[src/rtl/bitop_pipe.sv]
// Operand pipeline: pass / XOR-accumulate / saturating-add / popcount, followed by
// STAGES elastic output registers with valid/ready handshaking on both sides.
module bitop_pipe #(
  parameter int unsigned IN_W   = 5,
  parameter int unsigned OUT_W  = 10,
  parameter int unsigned STAGES = 2
) (
  input  logic              clk,
  input  logic              rst_n,
  input  logic [IN_W-1:0]   input_data,
  input  logic              in_valid,
  output logic              in_ready,
  input  logic [1:0]        mode,
  input  logic              acc_clr,
  output logic [OUT_W-1:0]  output_data,
  output logic              out_valid,
  input  logic              out_ready,
  output logic [15:0]       count
);

  typedef enum logic [1:0] {
    MODE_PASS = 2'd0,
    MODE_XOR  = 2'd1,
    MODE_SAT  = 2'd2,
    MODE_POP  = 2'd3
  } mode_e;

  mode_e              mode_sel;
  logic [OUT_W-1:0]   acc_q, acc_d;
  logic [15:0]        count_q, count_d;
  logic [STAGES-1:0]  valid_q, valid_d, stage_rdy;
  logic [OUT_W-1:0]   data_q [STAGES];
  logic [OUT_W-1:0]   data_d [STAGES];
  logic               fire_in;
  logic               tail_full;
  logic [OUT_W-1:0]   x, base, pop, result;
  logic [OUT_W:0]     sum;

  // A stage can take new data unless it and every stage after it are full while
  // the sink stalls; written in closed form to avoid a combinational chain on itself.
  always_comb begin
    stage_rdy = '0;
    tail_full = 1'b1;
    for (int unsigned k = 0; k < STAGES; k++) begin
      tail_full = 1'b1;
      for (int unsigned j = 0; j < STAGES; j++) begin
        if (j >= k) tail_full = tail_full & valid_q[j];
      end
      stage_rdy[k] = out_ready | ~tail_full;
    end
  end

  assign in_ready = stage_rdy[0];
  assign fire_in  = in_valid & stage_rdy[0];
  assign mode_sel = mode_e'(mode);

  always_comb begin
    x    = OUT_W'(input_data);
    base = acc_clr ? '0 : acc_q;
    sum  = {1'b0, base} + {1'b0, x};
    pop  = '0;
    for (int unsigned i = 0; i < IN_W; i++) begin
      pop = pop + OUT_W'(input_data[i]);
    end
    case (mode_sel)
      MODE_PASS: result = x;
      MODE_XOR:  result = base ^ x;
      MODE_SAT:  result = sum[OUT_W] ? '1 : sum[OUT_W-1:0];
      default:   result = pop;
    endcase
  end

  always_comb begin
    acc_d   = base;
    count_d = acc_clr ? '0 : count_q;
    if (fire_in) begin
      count_d = count_d + 16'd1;
      if (mode_sel == MODE_XOR || mode_sel == MODE_SAT) acc_d = result;
    end
  end

  always_comb begin
    valid_d = valid_q;
    data_d  = data_q;
    if (stage_rdy[0]) begin
      valid_d[0] = fire_in;
      if (fire_in) data_d[0] = result;
    end
    for (int unsigned k = 1; k < STAGES; k++) begin
      if (stage_rdy[k]) begin
        valid_d[k] = valid_q[k-1];
        if (valid_q[k-1]) data_d[k] = data_q[k-1];
      end
    end
  end

  always_ff @(posedge clk or negedge rst_n) begin
    if (!rst_n) begin
      acc_q   <= '0;
      count_q <= '0;
      valid_q <= '0;
      for (int unsigned k = 0; k < STAGES; k++) data_q[k] <= '0;
    end else begin
      acc_q   <= acc_d;
      count_q <= count_d;
      valid_q <= valid_d;
      for (int unsigned k = 0; k < STAGES; k++) data_q[k] <= data_d[k];
    end
  end

  assign output_data = data_q[STAGES-1];
  assign out_valid   = valid_q[STAGES-1];
  assign count       = count_q;

endmodule

[config.mk]
export PLATFORM = sky130hd
export DESIGN_NAME = bitop_pipe
export DESIGN_NICKNAME = d
export VERILOG_FILES = /design/src/rtl/bitop_pipe.sv
export SDC_FILE = /design/constraint.sdc
export NUM_CORES = 1
export LEC_CHECK = 0
export BUFFER_PORTS_ARGS = -buffer_cell sky130_fd_sc_hd__buf_2
export CORE_ASPECT_RATIO = 0.5
export CORE_MARGIN = 2
export CORE_UTILIZATION = 57
export DETAILED_ROUTE_END_ITERATION = 16
export PLACE_DENSITY = 0.89
export SYNTH_ARGS = -nofsm -noshare
export SYNTH_HDL_FRONTEND = slang
export SYNTH_SLANG_ARGS = --single-unit
[constraint.sdc]
create_clock -name clk -period 3.48 [get_ports clk]
set_clock_uncertainty 0.2 [all_clocks]
set_input_delay 0.696 -clock clk [delete_from_list [all_inputs] [get_ports clk]]
set_output_delay 0.696 -clock clk [all_outputs]
set_load 0.1 [all_outputs]
**Yosys cells after proc, flatten, opt, wreduce, memory -nomap -nowiden**

Cells that the tools add are included.

- Flip-flop bits (word level): 48
- Output and inout port bits: 28

- Add/subtract/negate cells: 6
- Eq/ne operators: 2
- Muxes and demuxes: 7
- Bitwise logic cells: 7
- Reductions and logical operators: 4

Operators with widths:

| operator | number |
|---|---|
| two-way mux 10 bit | 4 |
| two-way mux 16 bit | 2 |
| case mux 10 bit (3 select lines) | 1 |
| adder 16 x 1 -> 16 bit, second input constant | 1 |
| adder 10 x 5 -> 11 bit | 1 |
| XOR 10 x 5 -> 10 bit | 1 |
| adder 4 x 1 -> 5 bit | 1 |
| adder 3 x 1 -> 4 bit | 1 |
| AND reduction 2 bit | 2 |
| adder 2 x 1 -> 3 bit | 1 |
| adder 1 x 1 -> 2 bit | 1 |
| AND 1 bit | 2 |
| == test 2 x 1 -> 1 bit, second input constant | 1 |
| == test 2 bit, second input constant | 1 |
| zero test 2 bit | 1 |
| NOT 1 bit | 2 |
| OR 1 bit | 2 |
| logical OR 1 bit | 1 |

**Longest topological paths before layout**

- Word-level depth: 7
- Gate-level depth with buffers: 11

**Worst setup path before layout**

Ideal clock, no wire load.

- Path type: register to register
- Start: reg valid_q[1]
- End: reg count_q[12] (netlist: count[12])
- Library setup time: 0.132 ns
- Arrival time: 3.048 ns
- Data required time: 3.148 ns
- Path slack: 0.101 ns
- Stages on the path, launching flop included: 7
- Cells stage by stage: dfrtp_1 -> nand3b_1 -> and4_1 -> clkbuf_1 -> nand4_1 -> xor2_1 -> nor2_1

- Longest elaborated chain between the ends: 5

RTL lines:

| what | RTL line | text |
|---|---|---|
| start: declaration | 31 | `logic [STAGES-1:0] valid_q, valid_d, stage_rdy;` |
| start signal: assignment | 106 | `valid_q <= valid_d;` |
| AND 1 bit | 47 | `if (j >= k) tail_full = tail_full & valid_q[j];` |
| NOT 1 bit | 49 | `stage_rdy[k] = out_ready \| ~tail_full;` |
| OR 1 bit | 49 |  |
| net in_ready | 12 | `output logic in_ready,` |
| AND 1 bit | 54 | `assign fire_in = in_valid & stage_rdy[0];` |
| two-way mux 16 bit | 76 | `if (fire_in) begin` |
| net count_d[12] | 30 | `logic [15:0] count_q, count_d;` |
| end signal: assignment | 105 | `count_q <= count_d;` |
| end: declaration | 30 |  |

The timed path passes the listed nets, and every way through them passes these cells.
A chain may end at the register's enable or synchronous reset.

**Worst setup path in the final report**

- Start: in acc_clr
- End: reg data_q[13] (netlist name)

- Longest elaborated chain between the ends: 4
- Elaborated cells on any way between the ends: 5
- Those cells by class: add/sub (1); mux (3); bitwise (1)

RTL lines:

| what | RTL line | text |
|---|---|---|
| start: declaration | 14 | `input logic acc_clr,` |
| two-way mux 10 bit * | 59 | `base = acc_clr ? '0 : acc_q;` |
| adder 10 x 5 -> 11 bit | 60 | `sum = {1'b0, base} + {1'b0, x};` |
| two-way mux 10 bit | 68 | `MODE_SAT: result = sum[OUT_W] ? '1 : sum[OUT_W-1:0];` |
| case mux 10 bit (3 select lines) * | 65 | `case (mode_sel)` |
| end: declaration | 32 | `logic [OUT_W-1:0] data_q [STAGES];` |

Mark *: on every way between the ends. The rest lies on a longest branch, timed or not.

==> metrics.yaml <==
grtUsageTotal: 0.250
async_flop_share: 1.00
drive_gt1_frac: 0.175
dr.max_layer_used: "met4"
antenna_cells: 0
syn_to_final_growth_pct: 10.7
synth-seq-area-share: 0.424
cp_data_arrival_time_ps: 2780
core-area_mm2: 0.00486
finalNetCount: 345
clk_pin_slew_ps: 100
die_w_um: 104
worst_path_max_delay_cell: "fa_1"
timing.rr.start: "acc_q[0]$_DFF_PN0_"
grt_antenna_before_repair: 0
via_count: 2310
worst_slew_pin_slew_ps: 1030
wl_met1_mm: 3.00
cts_buffer_depth: 2
timing.hold.ws_ps: 286
status: "completed"
ys_ff_latch: 48
first_pass_iters: 4
p_per_area_mw_per_mm2: 465
rsz0062_at_grt: "no"
cts_resized: 0
crit_required_ps: 3470
grt_overflow_total: 0
netlist_instances: 296
dieArea_mm2: 0.00559
ys.flop_type: "dfrtp_1"
final_cell_mix: "48 x dfrtp_1, 39 x buf_2, 26 x nand2_1, 22 x nor2_1, 17 x a21oi_1"
slew_headroom: 0.312
r2r_slack_ps: 800
mostFrequentLayoutCell: "dfrtp_1"
dieHeight_um: 53.9
endpoint_kind: "flop"
hold_start: "data_q[13]$_DFFE_PN0P_"
path_buf_inv: 1
path_delay_family: "compound AO/OA/AOI/OAI gates"
dp_hpwl_mm: 4.79
worstSkewPairLatency_ps: 300
drc: 0
grt_pass1_vias: 2207
worstSetupStartpointType: "primary input"
setup_tns_ps: 0
crit_fanout: 7
critical_path_class: "in -> reg"
min_period_ps: 2790
clock-sinks: 48
cts-root-buf: "clkbuf_8"
setup_violations: 0
hold_path_depth: 2
mappedNetlistArea_mm2: 0.00283
ctsHoldBuffers: 0
r2r_end: "data_q[13]$_DFFE_PN0P_"
numCtsBuffers: 5
wl_met3_um: 395
rows: 18
fmax_mhz: 358
yosys_warnings: 0
r2r_cells: 8
postCtsSetupRepairBufs: 0
ir_drop_mv: 0.230
synth_edf_count: 0
wl_mm: 6.61
boundaryPins: 40
route.met2.wl_mm: 3.18
vias_per_cell: 5.92
io_buffers: 39
cts_max_level: 2
syn-num-nets: 322
place_congestion: 0.927
start_util: 0.583
post-route-period-util: 0.802
crit_chain: "buf_2 > nor2b_1 > ha_1 > fa_1 > a21oi_1 > o22ai_1 > and3_1 > a211oi_1 > o21ai_1"
drt_iter0_drc: 220
max_stage_delay_ps: 430
wire_per_inst_um: 17.0
hold_viol: 0
yosysUniqueCellTypes: 48
slew_violations: 0
grt_pass1_wl_mm: 10.7
syn_area_per_cell_um2: 9.57
grt_max_degree: 49
cts_tree: "built"
min_path_type: "reg -> reg"
ant_nets: 0
drv_cap: 0
power_leakage_nw: 1.52
hold_end: "data_q[13]$_DFFE_PN0P_"
-- through the flow --
| stage | cell area [um^2] | worst slack, ps | instances | total power [mW] | utilization |
|---|---|---|---|---|---|
| floorplan | 2830 | 101 | 296 | 0.921 | - |
| global placement | 3000 | 518 | 382 | 0.975 | 0.617 |
| detailed placement | 3000 | 398 | 382 | 0.982 | 0.617 |
| CTS | 3140 | 729 | 390 | 1.47 | 0.645 |
| global route | 3140 | 532 | 390 | 1.51 | 0.645 |
| finish | 3140 | 689 | 390 | 1.46 | 0.645 |
-- synthesized netlist by cell type (2+ instances only) --
library cell	instances	area [um^2]
and4b_1	2	20.0
mux2_2	3	33.8
nor2_1	22	82.6
and4_1	2	17.5
o21ai_1	13	65.1
xnor2_1	8	70.1
a21oi_1	17	85.1
nand3_1	12	60.1
nor3_1	3	15.0
nor2b_1	13	81.3
nand4_1	6	37.5
a22o_1	4	35.0
xor2_1	8	70.1
buf_4	10	75.1
ha_1	11	138
a31oi_1	3	18.8
nand2b_1	11	68.8
inv_1	5	18.8
a31o_1	2	17.5
fa_1	3	60.1
a211oi_1	2	15.0
o22ai_1	3	18.8
mux2_1	9	101
o22a_1	2	17.5
dfrtp_1	48	1200
o21ai_0	4	20.0
a21o_1	5	37.5
and3_1	3	18.8
nand2_1	26	97.6
o211ai_1	5	37.5
clkbuf_1	14	52.6
-- worst max-delay path by stage --
stage | from | to | slack [ps] | cells past startpoint
after floorplan | valid_q[1]$_DFFE_PN0N_ | count[12]$_DFF_PN0_ | 100 | 6
after global placement | acc_clr | data_q[17]$_DFFE_PN0P_ | 520 | 9
after detailed placement | acc_clr | acc_q[3]$_DFF_PN0_ | 400 | 9
after CTS | acc_clr | data_q[13]$_DFFE_PN0P_ | 730 | 9
after global routing | acc_clr | acc_q[3]$_DFF_PN0_ | 530 | 9
final | acc_clr | data_q[13]$_DFFE_PN0P_ | 690 | 9
-- registers in the layout, summed over array words and instances, names as in the netlist --
| signal | flops |
|---|---|
| count | 16 |
| output_data | 10 |
| data_q | 10 |
| valid_q | 2 |
| acc_q | 10 |
-- power breakdown --
group	internal, mW	switching [mW]
clock	0.289	0.197
combinational	0.0804	0.279
sequential	0.594	0.0186
-- routing by layer --
metal	vias up	global-route usage
li1	1080	-
met4	0	0.0721
met5	-	0
met2	80	0.439
met3	4	0.0508
met1	1146	0.326
-- cell families after synthesis --
| logic type | after synthesis | synth area share |
|---|---|---|
| compound gates | 68 | 0.154 |
| simple gates | 107 | 0.201 |
| buf+inv | 31 | 0.0547 |
| fa+ha+maj | 14 | 0.0698 |
| mux | 12 | 0.0477 |
| xor+xnor | 16 | 0.0495 |
| flops | 48 | 0.424 |
-- tightest hold or removal path, cell delays in order (launching register included) --
cell and delay (ps):
dfrtp_1 350, nand2_1 50, o21ai_1 60
-- cell type report --
| class | instances | area [um^2] |
|---|---|---|
| fillers | 399 | 1730 |
| multi-input cells | 217 | 1480 |
| flip-flops and latches | 48 | 1200 |
| repair buffers | 41 | 210 |
| well taps | 70 | 87.6 |
| clock buffers | 5 | 68.8 |
| clock inverters | 3 | 68.8 |
| inverters | 6 | 22.5 |
(Power assumes the default switching activity.)
